===== config.mk =====
export PLATFORM = sky130hd
export DESIGN_NAME = fetch_queue
export DESIGN_NICKNAME = d
export VERILOG_FILES = /design/src/rtl/fetch_queue.sv
export SDC_FILE = /design/constraint.sdc
export NUM_CORES = 1
export LEC_CHECK = 0
export BUFFER_PORTS_ARGS = -buffer_cell sky130_fd_sc_hd__buf_2
export CORE_ASPECT_RATIO = 1.2
export CORE_MARGIN = 1
export CORE_UTILIZATION = 35
export DETAILED_ROUTE_END_ITERATION = 10
export MAX_ROUTING_LAYER = met4
export PLACE_DENSITY = 0.63
export SLEW_MARGIN = 20
export SYNTH_ARGS = -nofsm -noshare
export SYNTH_HDL_FRONTEND = slang
export SYNTH_SLANG_ARGS = --single-unit

===== constraint.sdc =====
create_clock -name clock -period 13.6 [get_ports clock]
set_input_delay 2.72 -clock clock [delete_from_list [all_inputs] [get_ports clock]]
set_output_delay 2.72 -clock clock [all_outputs]
set_load 0.02 [all_outputs]

===== src/rtl/fetch_queue.sv =====
// fetch_queue: instruction fetch queue between the fetch unit and decode.
//   Sends the current PC to instruction memory, tracks in-order responses in a
//   DEPTH-entry reservation queue and hands {pc, inst} pairs to decode.
//   Ports: clock/reset (async, active-high); io_pc, io_flush, io_stall_en to the
//   fetch unit; io_imem_req_* / io_imem_resp_* to instruction memory;
//   io_dec_* valid/ready handshake to decode.
//   Optional macro FETCH_QUEUE_BYPASS_EN: a response for an unfilled head is
//   forwarded to decode in the same cycle.
module fetch_queue #(
    parameter int DEPTH = 4,
    parameter int XLEN  = 32
) (
    input  logic            clock,
    input  logic            reset,
    input  logic [XLEN-1:0] io_pc,
    input  logic            io_flush,
    output logic            io_stall_en,
    output logic            io_imem_req_valid,
    output logic [XLEN-1:0] io_imem_req_addr,
    input  logic            io_imem_req_ready,
    input  logic            io_imem_resp_valid,
    input  logic [XLEN-1:0] io_imem_resp_data,
    output logic            io_dec_valid,
    output logic [XLEN-1:0] io_dec_inst,
    output logic [XLEN-1:0] io_dec_pc,
    input  logic            io_dec_ready
);
    localparam int AW = $clog2(DEPTH);
    localparam int PW = AW + 1;

    logic [PW-1:0]   head_q, head_d, fill_q, fill_d, alloc_q, alloc_d, drop_q, drop_d;
    logic [XLEN-1:0] pc_q [DEPTH];
    logic [XLEN-1:0] pc_d [DEPTH];
    logic [XLEN-1:0] inst_q [DEPTH];
    logic [XLEN-1:0] inst_d [DEPTH];
    logic [DEPTH-1:0] filled_q, filled_d;
    logic [PW-1:0]   occ;
    logic [AW-1:0]   hi, fi, ai;
    logic            req_fire, resp_drop, resp_fill, head_valid, bypass, dec_fire;

    assign occ = alloc_q - head_q;
    assign hi  = head_q[AW-1:0];
    assign fi  = fill_q[AW-1:0];
    assign ai  = alloc_q[AW-1:0];

    // Requests still owed from before a flush count against capacity so the
    // number of outstanding memory requests never exceeds DEPTH.
    assign io_imem_req_addr  = io_pc;
    assign io_imem_req_valid = ~io_flush & (({1'b0, occ} + {1'b0, drop_q}) < (PW+1)'(DEPTH));
    assign req_fire          = io_imem_req_valid & io_imem_req_ready;
    assign io_stall_en       = ~io_flush & ~req_fire;

    assign resp_drop  = io_imem_resp_valid & (drop_q != '0);
    assign resp_fill  = io_imem_resp_valid & (drop_q == '0) & (fill_q != alloc_q);
    assign head_valid = (occ != '0) & filled_q[hi];
`ifdef FETCH_QUEUE_BYPASS_EN
    // fill == head with fill != alloc implies a non-empty queue.
    assign bypass = resp_fill & (fill_q == head_q) & ~filled_q[hi];
`else
    assign bypass = 1'b0;
`endif
    assign io_dec_valid = head_valid | bypass;
    assign io_dec_pc    = io_dec_valid ? pc_q[hi] : '0;
    assign io_dec_inst  = head_valid ? inst_q[hi] : (bypass ? io_imem_resp_data : '0);
    assign dec_fire     = io_dec_valid & io_dec_ready;

    always_comb begin
        head_d   = head_q;
        fill_d   = fill_q;
        alloc_d  = alloc_q;
        drop_d   = drop_q;
        pc_d     = pc_q;
        inst_d   = inst_q;
        filled_d = filled_q;
        if (io_flush) begin
            head_d   = '0;
            fill_d   = '0;
            alloc_d  = '0;
            filled_d = '0;
            // Everything requested but unanswered becomes owed; a response
            // arriving now settles one of those debts immediately.
            drop_d   = (alloc_q - fill_q) + drop_q - PW'(resp_drop | resp_fill);
        end else begin
            if (resp_drop)
                drop_d = drop_q - PW'(1);
            if (resp_fill) begin
                inst_d[fi]   = io_imem_resp_data;
                filled_d[fi] = 1'b1;
                fill_d       = fill_q + PW'(1);
            end
            // Clearing after the fill lets a bypassed response retire
            // without leaving its filled bit set.
            if (dec_fire) begin
                filled_d[hi] = 1'b0;
                head_d       = head_q + PW'(1);
            end
            if (req_fire) begin
                pc_d[ai]     = io_pc;
                filled_d[ai] = 1'b0;
                alloc_d      = alloc_q + PW'(1);
            end
        end
    end

    always_ff @(posedge clock or posedge reset) begin
        if (reset) begin
            head_q   <= '0;
            fill_q   <= '0;
            alloc_q  <= '0;
            drop_q   <= '0;
            filled_q <= '0;
            for (int i = 0; i < DEPTH; i++) begin
                pc_q[i]   <= '0;
                inst_q[i] <= '0;
            end
        end else begin
            head_q   <= head_d;
            fill_q   <= fill_d;
            alloc_q  <= alloc_d;
            drop_q   <= drop_d;
            filled_q <= filled_d;
            pc_q     <= pc_d;
            inst_q   <= inst_d;
        end
    end
endmodule


==> impl_metrics.ini, run 1 <==
[run_status]
status = complete, no violations

[floorplanning]
core_area_um2 = 36800
rows = 77
fp.dieW_um = 178
ioPinCount = 169
die_height_um = 213
fp.dieArea_um2 = 38000
start_util_pct = 35.4

[clock_tree]
cts_tree = built
cts-root-buf = clkbuf_16
post_cts_buffers = 0
cts_hold_buf = 0
htreeDepth = 1
path_clk_slew_ns = 0.06
ctsResizeCount = 0
clockBufferDepth = 3
cts_buffers = 30
cts.sinks = 272
clk_latency_ns = 0.56

[yosys]
synth_edf_count = 0
yosysTopAreaCellShare_pct = 52.2
synth-main-ff-cell = dfrtp_1
synth_common_cells = dfrtp_1 (272), mux2_2 (254), and2_1 (67)
synth_area_leaders = dfrtp_1 (52%), mux2_2 (22%), mux4_2 (11%)
syn_nets = 942
ys_ff_latch = 272
yosysTopAreaCell = dfrtp_1
yosys.cell_count.top_type = dfrtp_1
yosysSeqAreaShare_pct = 52.2
synth_cell_types = 42
async_reset_ff_share_pct = 100
netlist_area_um2 = 13000
netlist_instances = 849
synth.yosys.warnings = 0
syn_avg_cell_area_um2 = 15.3

[timing]
maxSlewHeadroom_pct = 27.4
finalSetupViolCount = 0
max_freq_ghz = 0.145
period_needed_ns = 6.90
max_slew.worst_pin.slew_ns = 1.09
rsz0062_at_grt = no
min_period_over_period_pct = 50.7
finalClockSkew_ns = 0.0123
drv_slew = 0
tns_ns = 0
finalHoldViolCount = 0

[detailed_routing]
drt_wl_total_um = 27000
drt_iter0_drc = 274
drcViolationCount = 0
wire_per_inst_um = 18.3
firstDrtPassIters = 4
antenna_left = 0
viasPerCell = 4.94
vias = 7287

[flow_run]
maxCapViolCount = 0

[global_route]
grt_use_total_pct = 15.1
grt_overflow_total = 0
grt_pass1_wl_um = 43100
grt_max_degree = 164
antenna_found_initial = 3
grt_pass1_vias = 7779

[setup_path]
cp-end-kind = output port
cp.required_ns = 10.88
cp_data_arrival_time_ns = 4.18
cp-start-kind = primary input
crit_fanout = 26
critPathKind = in2out

[power_and_ir_drop]
pwr-share-comb_pct = 20.2
power.internal_mw = 1.74
p_leak_nw = 7.18
vdd_drop_max_uv = 105
switching_share_pct = 25.5
power_frac_clock_pct = 33.1
p_switching_uw = 597
pwr-share-seq_pct = 46.7
power.density_nw_per_um2 = 156

[hold_path]
hold_class = reg2reg

[layout]
drive_above_1_share_pct = 55.9
fin_util_pct = 40.9
nNetsFinal = 1072
fill_cells = 3455
stdcell_area_um2 = 15000
synthToLayoutAreaGrowth_pct = 15.4

[placement]
place_area_um2 = 14100
post-dp-hpwl_um = 16400
numPortBuffers = 168
gp_congestion = 0.709
## kinds of logic (layout without fill, tap and decap cells)
kind of cell	after synthesis	after routing	share of synthesized area, %
adders and majority gates	23	23	2.50
muxes	323	323	33.5
other	0	3	0
AOI/OAI and AO/OA	26	26	1.76
xor gates and xnor gates	10	10	0.778
and+or+nand+nor	96	96	4.58
DFF	272	272	52.2
buffers and inverters	99	249	4.62
## final cells by class
class / instances / area [um^2] / area share [%]
flip-flops and latches: 272 / 6810 / 45.3
repair buffers: 181 / 951 / 6.32
multi-input cells: 478 / 5660 / 37.7
clock inverters: 3 / 30.0 / 0.200
inverters: 16 / 67.6 / 0.449
well taps: 474 / 593 / 3.94
clock buffers: 49 / 912 / 6.06
diodes: 3 / 7.51 / 0.0499
## worst max-delay path, cell delays in order
cell and delay, ns:
buf_2 0.10, buf_4 0.24, nor4_2 0.48, o211a_1 0.37, nor2_1 0.08, buf_2 0.18
## final timing paths
path,depth (start not counted),endpoint,slack (ns),start
worst max-delay path,6,io_stall_en,6.70,io_flush
worst min-delay path,1,inst_q[1]$_DFFE_PP0P_,0.49,inst_q[1]$_DFFE_PP0P_
worst max register to register,9,pc_q[125]$_DFFE_PP0P_,9.21,head_q[0]$_DFFE_PP0P_
worst min register to register,1,inst_q[1]$_DFFE_PP0P_,0.49,inst_q[1]$_DFFE_PP0P_
max in group asynchronous,3,head_q[0]$_DFFE_PP0P_,9.83,reset
min in group asynchronous,2,pc_q[37]$_DFFE_PP0P_,2.25,reset
## layout by cell type (no fill, tap or decap), types with 2 or more instances in the layout
master | Yosys | routed
inv_1 | 16 | 15
mux4_2 | 65 | 65
nand2b_1 | 3 | 3
a21oi_1 | 7 | 7
o21ai_0 | 3 | 3
fa_1 | 5 | 5
xor2_1 | 5 | 5
and2_1 | 67 | 67
buf_2 | 16 | 168
dfrtp_4 | 0 | 2
clkbuf_16 | 0 | 30
diode_2 | 0 | 3
clkbuf_8 | 0 | 9
mux2_1 | 3 | 3
nor2_1 | 5 | 5
nand2_1 | 10 | 10
buf_4 | 36 | 12
o31ai_1 | 2 | 2
mux2_2 | 254 | 254
dfrtp_1 | 272 | 270
nand3_1 | 2 | 2
nor3b_4 | 0 | 3
ha_1 | 18 | 18
a2111oi_2 | 2 | 2
clkbuf_1 | 19 | 10
xnor2_1 | 4 | 4
a311oi_1 | 2 | 2
## sequential cells by signal, indices dropped and copies added, names as in the netlist
signal and cells:
fill_q 3, pc_q 128, alloc_q 3, head_q 3
inst_q 128, filled_q 4, drop_q 3
## stage by stage
step	power, mW	std cells	hold WS (ns)	setup WS (ns)
after CTS	2.38	1473	0.488	6.68
after global routing	2.48	1476	0.515	6.54
after detailed placement	1.59	1421	0.475	6.69
after floorplan	1.47	849	0.453	3.38
final	2.34	1476	0.486	6.70
after global placement	1.57	1421	0.467	6.73
## layer usage
layer / wire length [um] / up-vias / share of wire (%) / GRT usage [%]
li1: - / 3292 / - / -
met1: 11800 / 3823 / 44 / 18.8
met2: 13600 / 131 / 50 / 25.5
met3: 1010 / 41 / 3.7 / 2.20
met4: 568 / 0 / 2.1 / 4.21
met5: 0 / - / 0 / -
## power by group through the flow
stage	registers (mW)	logic, mW	clock network [mW]
floorplan	1.07	0.396	0
global placement	1.10	0.471	0
detailed placement	1.11	0.482	0
CTS	1.09	0.483	0.806
global route	1.12	0.524	0.839
finish	1.09	0.473	0.775
Note: power is estimated with default switching activity, not from simulation.
==> run 2, diff against run 1 <==
ABC_AREA = 1   (was not set)
clock period = 6.9 ns   (was 13.6 ns; I/O delays follow)
==> impl_metrics.ini, run 2 <==
[power_and_ir_drop]
finalPower_mw = 5.71
power.density_nw_per_um2 = 373
vdd_drop_max_uv = 229
power_frac_clock_pct = 29.9
p_leak_nw = 8.21
p_switching_mw = 2.15
power.internal_mw = 3.56
pwr-share-seq_pct = 37.0
pwr-share-comb_pct = 33.1
switching_share_pct = 37.7

[clock_tree]
post_cts_buffers = 0
cts_tree = built
cts.sinks = 272
cts_hold_buf = 0
cts_buffers = 31
path_clk_slew_ns = 0.06
ctsResizeCount = 0
cts-root-buf = clkbuf_16
clk_latency_ns = 0.55
clockBufferDepth = 3
htreeDepth = 1

[layout]
nNetsFinal = 1931
mostFrequentLayoutCells = nand2_1 (717), dfrtp_1 (270), o21ai_0 (183)
synthToLayoutAreaGrowth_pct = 14.3
fill_cells = 3878
largestRegisters = inst_q: 128 flops, pc_q: 128 flops, filled_q: 4 flops
drive_above_1_share_pct = 13.5
stdcell_area_um2 = 15300
final_common_cell = nand2_1

[setup_path]
cp_slowest_cell = dfrtp_4
cp-start-kind = flip-flop
slowest_delay_ns = 0.93
critPathTopFamily = buffers and inverters
rr_startpoint = head_q[0]$_DFFE_PP0P_
critPathKind = reg2out
r2r_cells = 13
cp-end-kind = output port
crit_path_cell_trace = clkinv_2 -> nand2_1 -> nand3_1 -> nand2_1 -> nand2_4 -> buf_4 -> a21oi_1 -> buf_2
cp_data_arrival_time_ns = 3.83
worstReg2RegEnd = pc_q[115]$_DFFE_PP0P_
r2r_slack_ns = 2.40
critPathBufInv = 3
crit_fanout = 76
cp.required_ns = 5.52
cp_common_cell = nand2_1

[placement]
post-dp-hpwl_um = 21300
gp_congestion = 0.816
numPortBuffers = 168
place_area_um2 = 14200

[global_route]
grt_pass1_wl_um = 59600
grt_max_degree = 146
grt_pass1_vias = 11100
grt_use_total_pct = 19.5
antenna_found_initial = 2
grt_overflow_total = 0

[hold_path]
worstHoldStart = inst_q[73]$_DFFE_PP0P_
min_to = inst_q[73]$_DFFE_PP0P_
min_path_cells = 2
hold_class = reg2reg

[yosys]
yosys.cell_count.top_type = nand2_1
synth_cell_types = 21
syn_avg_cell_area_um2 = 7.60
synth_common_cells = nand2_1 (718), dfrtp_1 (272), o21ai_0 (183)
synth_edf_count = 0
netlist_instances = 1760
synth.yosys.warnings = 0
async_reset_ff_share_pct = 100
synth_area_leaders = dfrtp_1 (51%), nand2_1 (20%), o21ai_0 (6.8%)
yosysSeqAreaShare_pct = 50.9
synth-main-ff-cell = dfrtp_1
netlist_area_um2 = 13400
yosysTopAreaCellShare_pct = 50.9
syn_nets = 1853
ys_ff_latch = 272
yosysTopAreaCell = dfrtp_1

[timing]
finalHoldViolCount = 0
max_slew.worst_pin.slew_ns = 1.05
period_needed_ns = 5.21
tns_ns = 0
maxSlewHeadroom_pct = 30.0
max_freq_ghz = 0.192
drv_slew = 0
min_period_over_period_pct = 75.4
finalClockSkew_ns = 0.00655
finalSetupViolCount = 0
rsz0062_at_grt = no
hold_ws_ns = 0.463

[detailed_routing]
drt_iter0_drc = 831
vias = 11500
firstDrtPassIters = 5
viasPerCell = 4.91
antenna_left = 0
drt_wl_total_um = 36500
drcViolationCount = 0
wire_per_inst_um = 15.6

[floorplanning]
die_height_um = 216
ioPinCount = 169
rows = 78
start_util_pct = 35.4
fp.dieW_um = 180
core_area_um2 = 37800
fp.dieArea_um2 = 39000

[flow_run]
maxCapViolCount = 0

[run_status]
status = complete, no violations
[run 2: cell count changes in the layout (fill, tap and decap cells not counted), moves of 14 or more]
cell,before,now
nand2_1,10,717
mux2_2,254,0
o21ai_0,3,183
nor2_1,5,147
a21oi_1,7,132
inv_1,15,97
and2_1,67,0
mux4_2,65,0
o21ai_1,0,16
nand3_1,2,16
[run 2: per-stage QoR]
stage	cells	utilization (%)	setup slack [ns]
finish	2343	40.5	1.69
global route	2343	40.5	1.30
CTS	2341	40.4	1.23
detailed placement	2285	37.6	1.86
global placement	2285	37.6	1.97
floorplan	1760	-	1.92
[run 2: worst register-to-register path, stage by stage (launching register included)]
cell     delay, ns
dfrtp_4       0.93
ha_1          0.28
inv_1         0.05
fa_1          0.38
nand3_1       0.12
nand2_1       0.06
ha_1          0.28
nor2_1        0.11
nand2_1       0.09
nor2_4        0.24
nand3_2       0.75
inv_2         0.91
nand2_1       0.14
nand2_1       0.10
[run 2: cell type report]
type | instances | area (um^2) | area share (%)
sequential | 272 | 6810 | 44.6
multi-input combinational | 1248 | 5460 | 35.7
timing repair buffer | 179 | 948 | 6.20
clock buffer | 45 | 898 | 5.88
tap | 480 | 601 | 3.93
inverter | 106 | 403 | 2.64
clock inverter | 11 | 163 | 1.06
antenna | 2 | 5.00 | 0.0327
[run 2: worst max path at each step]
stage	from	endpoint	slack, ns	cells past startpoint
5_1_grt	head_q[0]$_DFFE_PP0P_	io_dec_inst[29]	1.30	8
6_report	head_q[0]$_DFFE_PP0P_	io_dec_inst[18]	1.69	8
3_5_place_dp	head_q[0]$_DFFE_PP0P_	io_dec_inst[22]	1.86	8
3_3_place_gp	head_q[0]$_DFFE_PP0P_	io_dec_inst[20]	1.97	8
2_1_floorplan	reset	alloc_q[0]$_DFFE_PP0N_	1.92	1
4_1_cts	head_q[0]$_DFFE_PP0P_	io_dec_inst[22]	1.23	8
[run 2: layer usage]
| layer | part of all wire, % | GRT usage [%] |
|---|---|---|
| met1 | 45 | 24.5 |
| met2 | 48 | 33.4 |
| met4 | 1.7 | 4.44 |
| met5 | 0 | - |
| met3 | 5.7 | 2.30 |
[run 2: power groups by stage]
stage	Sequential, mW	Clock, mW	Combinational, mW
after floorplan	2.06	0	1.40
final	2.11	1.71	1.89
after global placement	2.12	0	1.87
after detailed placement	2.13	0	1.90
after global routing	2.15	1.81	2.15
after CTS	2.11	1.75	1.91
[run 2: logic make-up after synthesis]
| group | synth area share [%] |
|---|---|
| AND/OR/NAND/NOR | 25.7 |
| adder cells (fa/ha/maj) | 2.43 |
| AO/OA/AOI/OAI | 12.4 |
| flip-flops | 50.9 |
| buffers and inverters | 8.59 |
| XOR/XNOR | 0.0655 |
==> run 3, diff against run 2 <==
clock period = 5.4 ns   (was 6.9 ns; I/O delays follow)
==> impl_metrics.ini, run 3 (synthesis gave the netlist of run 2 again) <==
[clock_tree]
cts-root-buf = clkbuf_16
clk_latency_ns = 0.55
clockBufferDepth = 3
cts.sinks = 272
cts_buffers = 30
post_cts_buffers = 0
cts_hold_buf = 0
path_clk_slew_ns = 0.06
htreeDepth = 1
ctsResizeCount = 0
cts_tree = built

[timing]
finalClockSkew_ns = 0.00788
max_freq_ghz = 0.209
max_slew.worst_pin.slew_ns = 1.08
finalHoldViolCount = 0
rsz0062_at_grt = no
period_needed_ns = 4.78
tns_ns = 0
hold_ws_ns = 0.439
timing.final.ws_setup_ns = 0.622
finalSetupViolCount = 0
maxSlewHeadroom_pct = 27.8
drv_slew = 0
min_period_over_period_pct = 88.5

[global_route]
grt_use_total_pct = 19.5
grt_max_degree = 143
grt_overflow_total = 0
antenna_found_initial = 2
grt_pass1_vias = 11300
grt_pass1_wl_um = 60400

[power_and_ir_drop]
finalPower_mw = 7.37
vdd_drop_max_uv = 258
power.density_nw_per_um2 = 480
p_leak_nw = 8.26

[layout]
synthToLayoutAreaGrowth_pct = 14.7
largestRegisters = inst_q: 128 flops, pc_q: 128 flops, filled_q: 4 flops
fin_util_pct = 40.6
fill_cells = 3828
mostFrequentLayoutCells = nand2_1 (717), dfrtp_1 (270), o21ai_0 (183)
final_common_cell = nand2_1
nNetsFinal = 1932
drive_above_1_share_pct = 13.8
layoutNonFillerInstCount = 2343
stdcell_area_um2 = 15400

[placement]
place_area_um2 = 14300
gp_congestion = 0.822
dp_cells = 2287
numPortBuffers = 168
post-dp-hpwl_um = 21100
pre_cts_ws_ns = 1.24

[floorplanning]
fp.dieArea_um2 = 39000
start_util_pct = 35.4
ioPinCount = 169
rows = 78
die_height_um = 216
core_area_um2 = 37800
fp.dieW_um = 180

[setup_path]
cp-end-kind = output port
rr_startpoint = head_q[0]$_DFFE_PP0P_
critPathBufInv = 3
cp.required_ns = 4.32
crit_end = io_dec_inst[20]
crit_path_cell_trace = clkinv_2 -> nand2_1 -> nand3_1 -> nand2_1 -> nand2_2 -> buf_12 -> a21oi_1 -> buf_2
slowest_delay_ns = 0.91
worstReg2RegEnd = pc_q[93]$_DFFE_PP0P_
critPathKind = reg2out
cp_slowest_cell = dfrtp_4
cp-start-kind = flip-flop
r2r_cells = 12
crit_start = head_q[0]$_DFFE_PP0P_
r2r_slack_ns = 1.59
path_depth = 8
crit_fanout = 72
cp_data_arrival_time_ns = 3.70
cp_common_cell = nand2_1
critPathTopFamily = buffers and inverters

[hold_path]
hold_class = in2async

[run_status]
status = complete, no violations

[flow_run]
maxCapViolCount = 0

[detailed_routing]
drcViolationCount = 0
viasPerCell = 4.92
antenna_left = 0
vias = 11500
drt_wl_total_um = 36500
firstDrtPassIters = 7
drt_iter0_drc = 938
wire_per_inst_um = 15.6
[run 3: changes by cell type in the layout (fill, tap and decap cells not counted)]
cell	delta
clkbuf_8	-1
buf_12	+2
nand2_2	+1
clkinv_2	+3
bufinv_16	+2
nand2_4	-1
clkbuf_1	-4
clkinvlp_4	-2
[run 3: worst reg2reg max path, delay by kind of cell (launching register included)]
| family | cells | cell delay [ns] |
|---|---|---|
| AND/OR/NAND/NOR | 6 | 0.73 |
| AO/OA/AOI/OAI | 1 | 0.24 |
| flip-flops | 1 | 0.91 |
| adder cells (fa/ha/maj) | 3 | 0.92 |
| buffers and inverters | 2 | 0.84 |
[run 3: power breakdown]
group / leakage, nW / switching (mW) / total [mW] / internal, mW
logic: 4.25 / 1.66 / 2.42 / 0.761
clock network: 0.541 / 0.851 / 2.26 / 1.41
registers: 3.47 / 0.230 / 2.69 / 2.46
total: 8.26 / 2.74 / 7.37 / 4.63
[run 3: worst min-delay path by stage]
stage	start	end	slack [ns]	depth (start not counted)
6_report	reset	pc_q[38]$_DFFE_PP0P_	0.44	2
5_1_grt	reset	pc_q[38]$_DFFE_PP0P_	0.43	2
4_1_cts	reset	pc_q[38]$_DFFE_PP0P_	0.42	2
3_5_place_dp	inst_q[23]$_DFFE_PP0P_	inst_q[23]$_DFFE_PP0P_	0.45	2
3_3_place_gp	inst_q[16]$_DFFE_PP0P_	inst_q[16]$_DFFE_PP0P_	0.45	2
2_1_floorplan	inst_q[0]$_DFFE_PP0P_	inst_q[0]$_DFFE_PP0P_	0.44	2
[run 3: routing by layer]
metal	GRT usage, %	wire length (um)	up-vias
li1	-	-	5611
met1	25.4	16600	5495
met2	32.6	17400	364
met3	2.45	2010	49
met4	4.13	549	0
met5	-	0	-
[run 3: cell type report]
class	instances	area, um^2	share of cell area (%)
sequential	272	6810	44.4
clock inverter	14	223	1.45
timing repair buffer	181	988	6.44
clock buffer	40	870	5.66
antenna	2	5.00	0.0326
multi-input combinational	1248	5450	35.5
tap	480	601	3.91
inverter	106	403	2.62
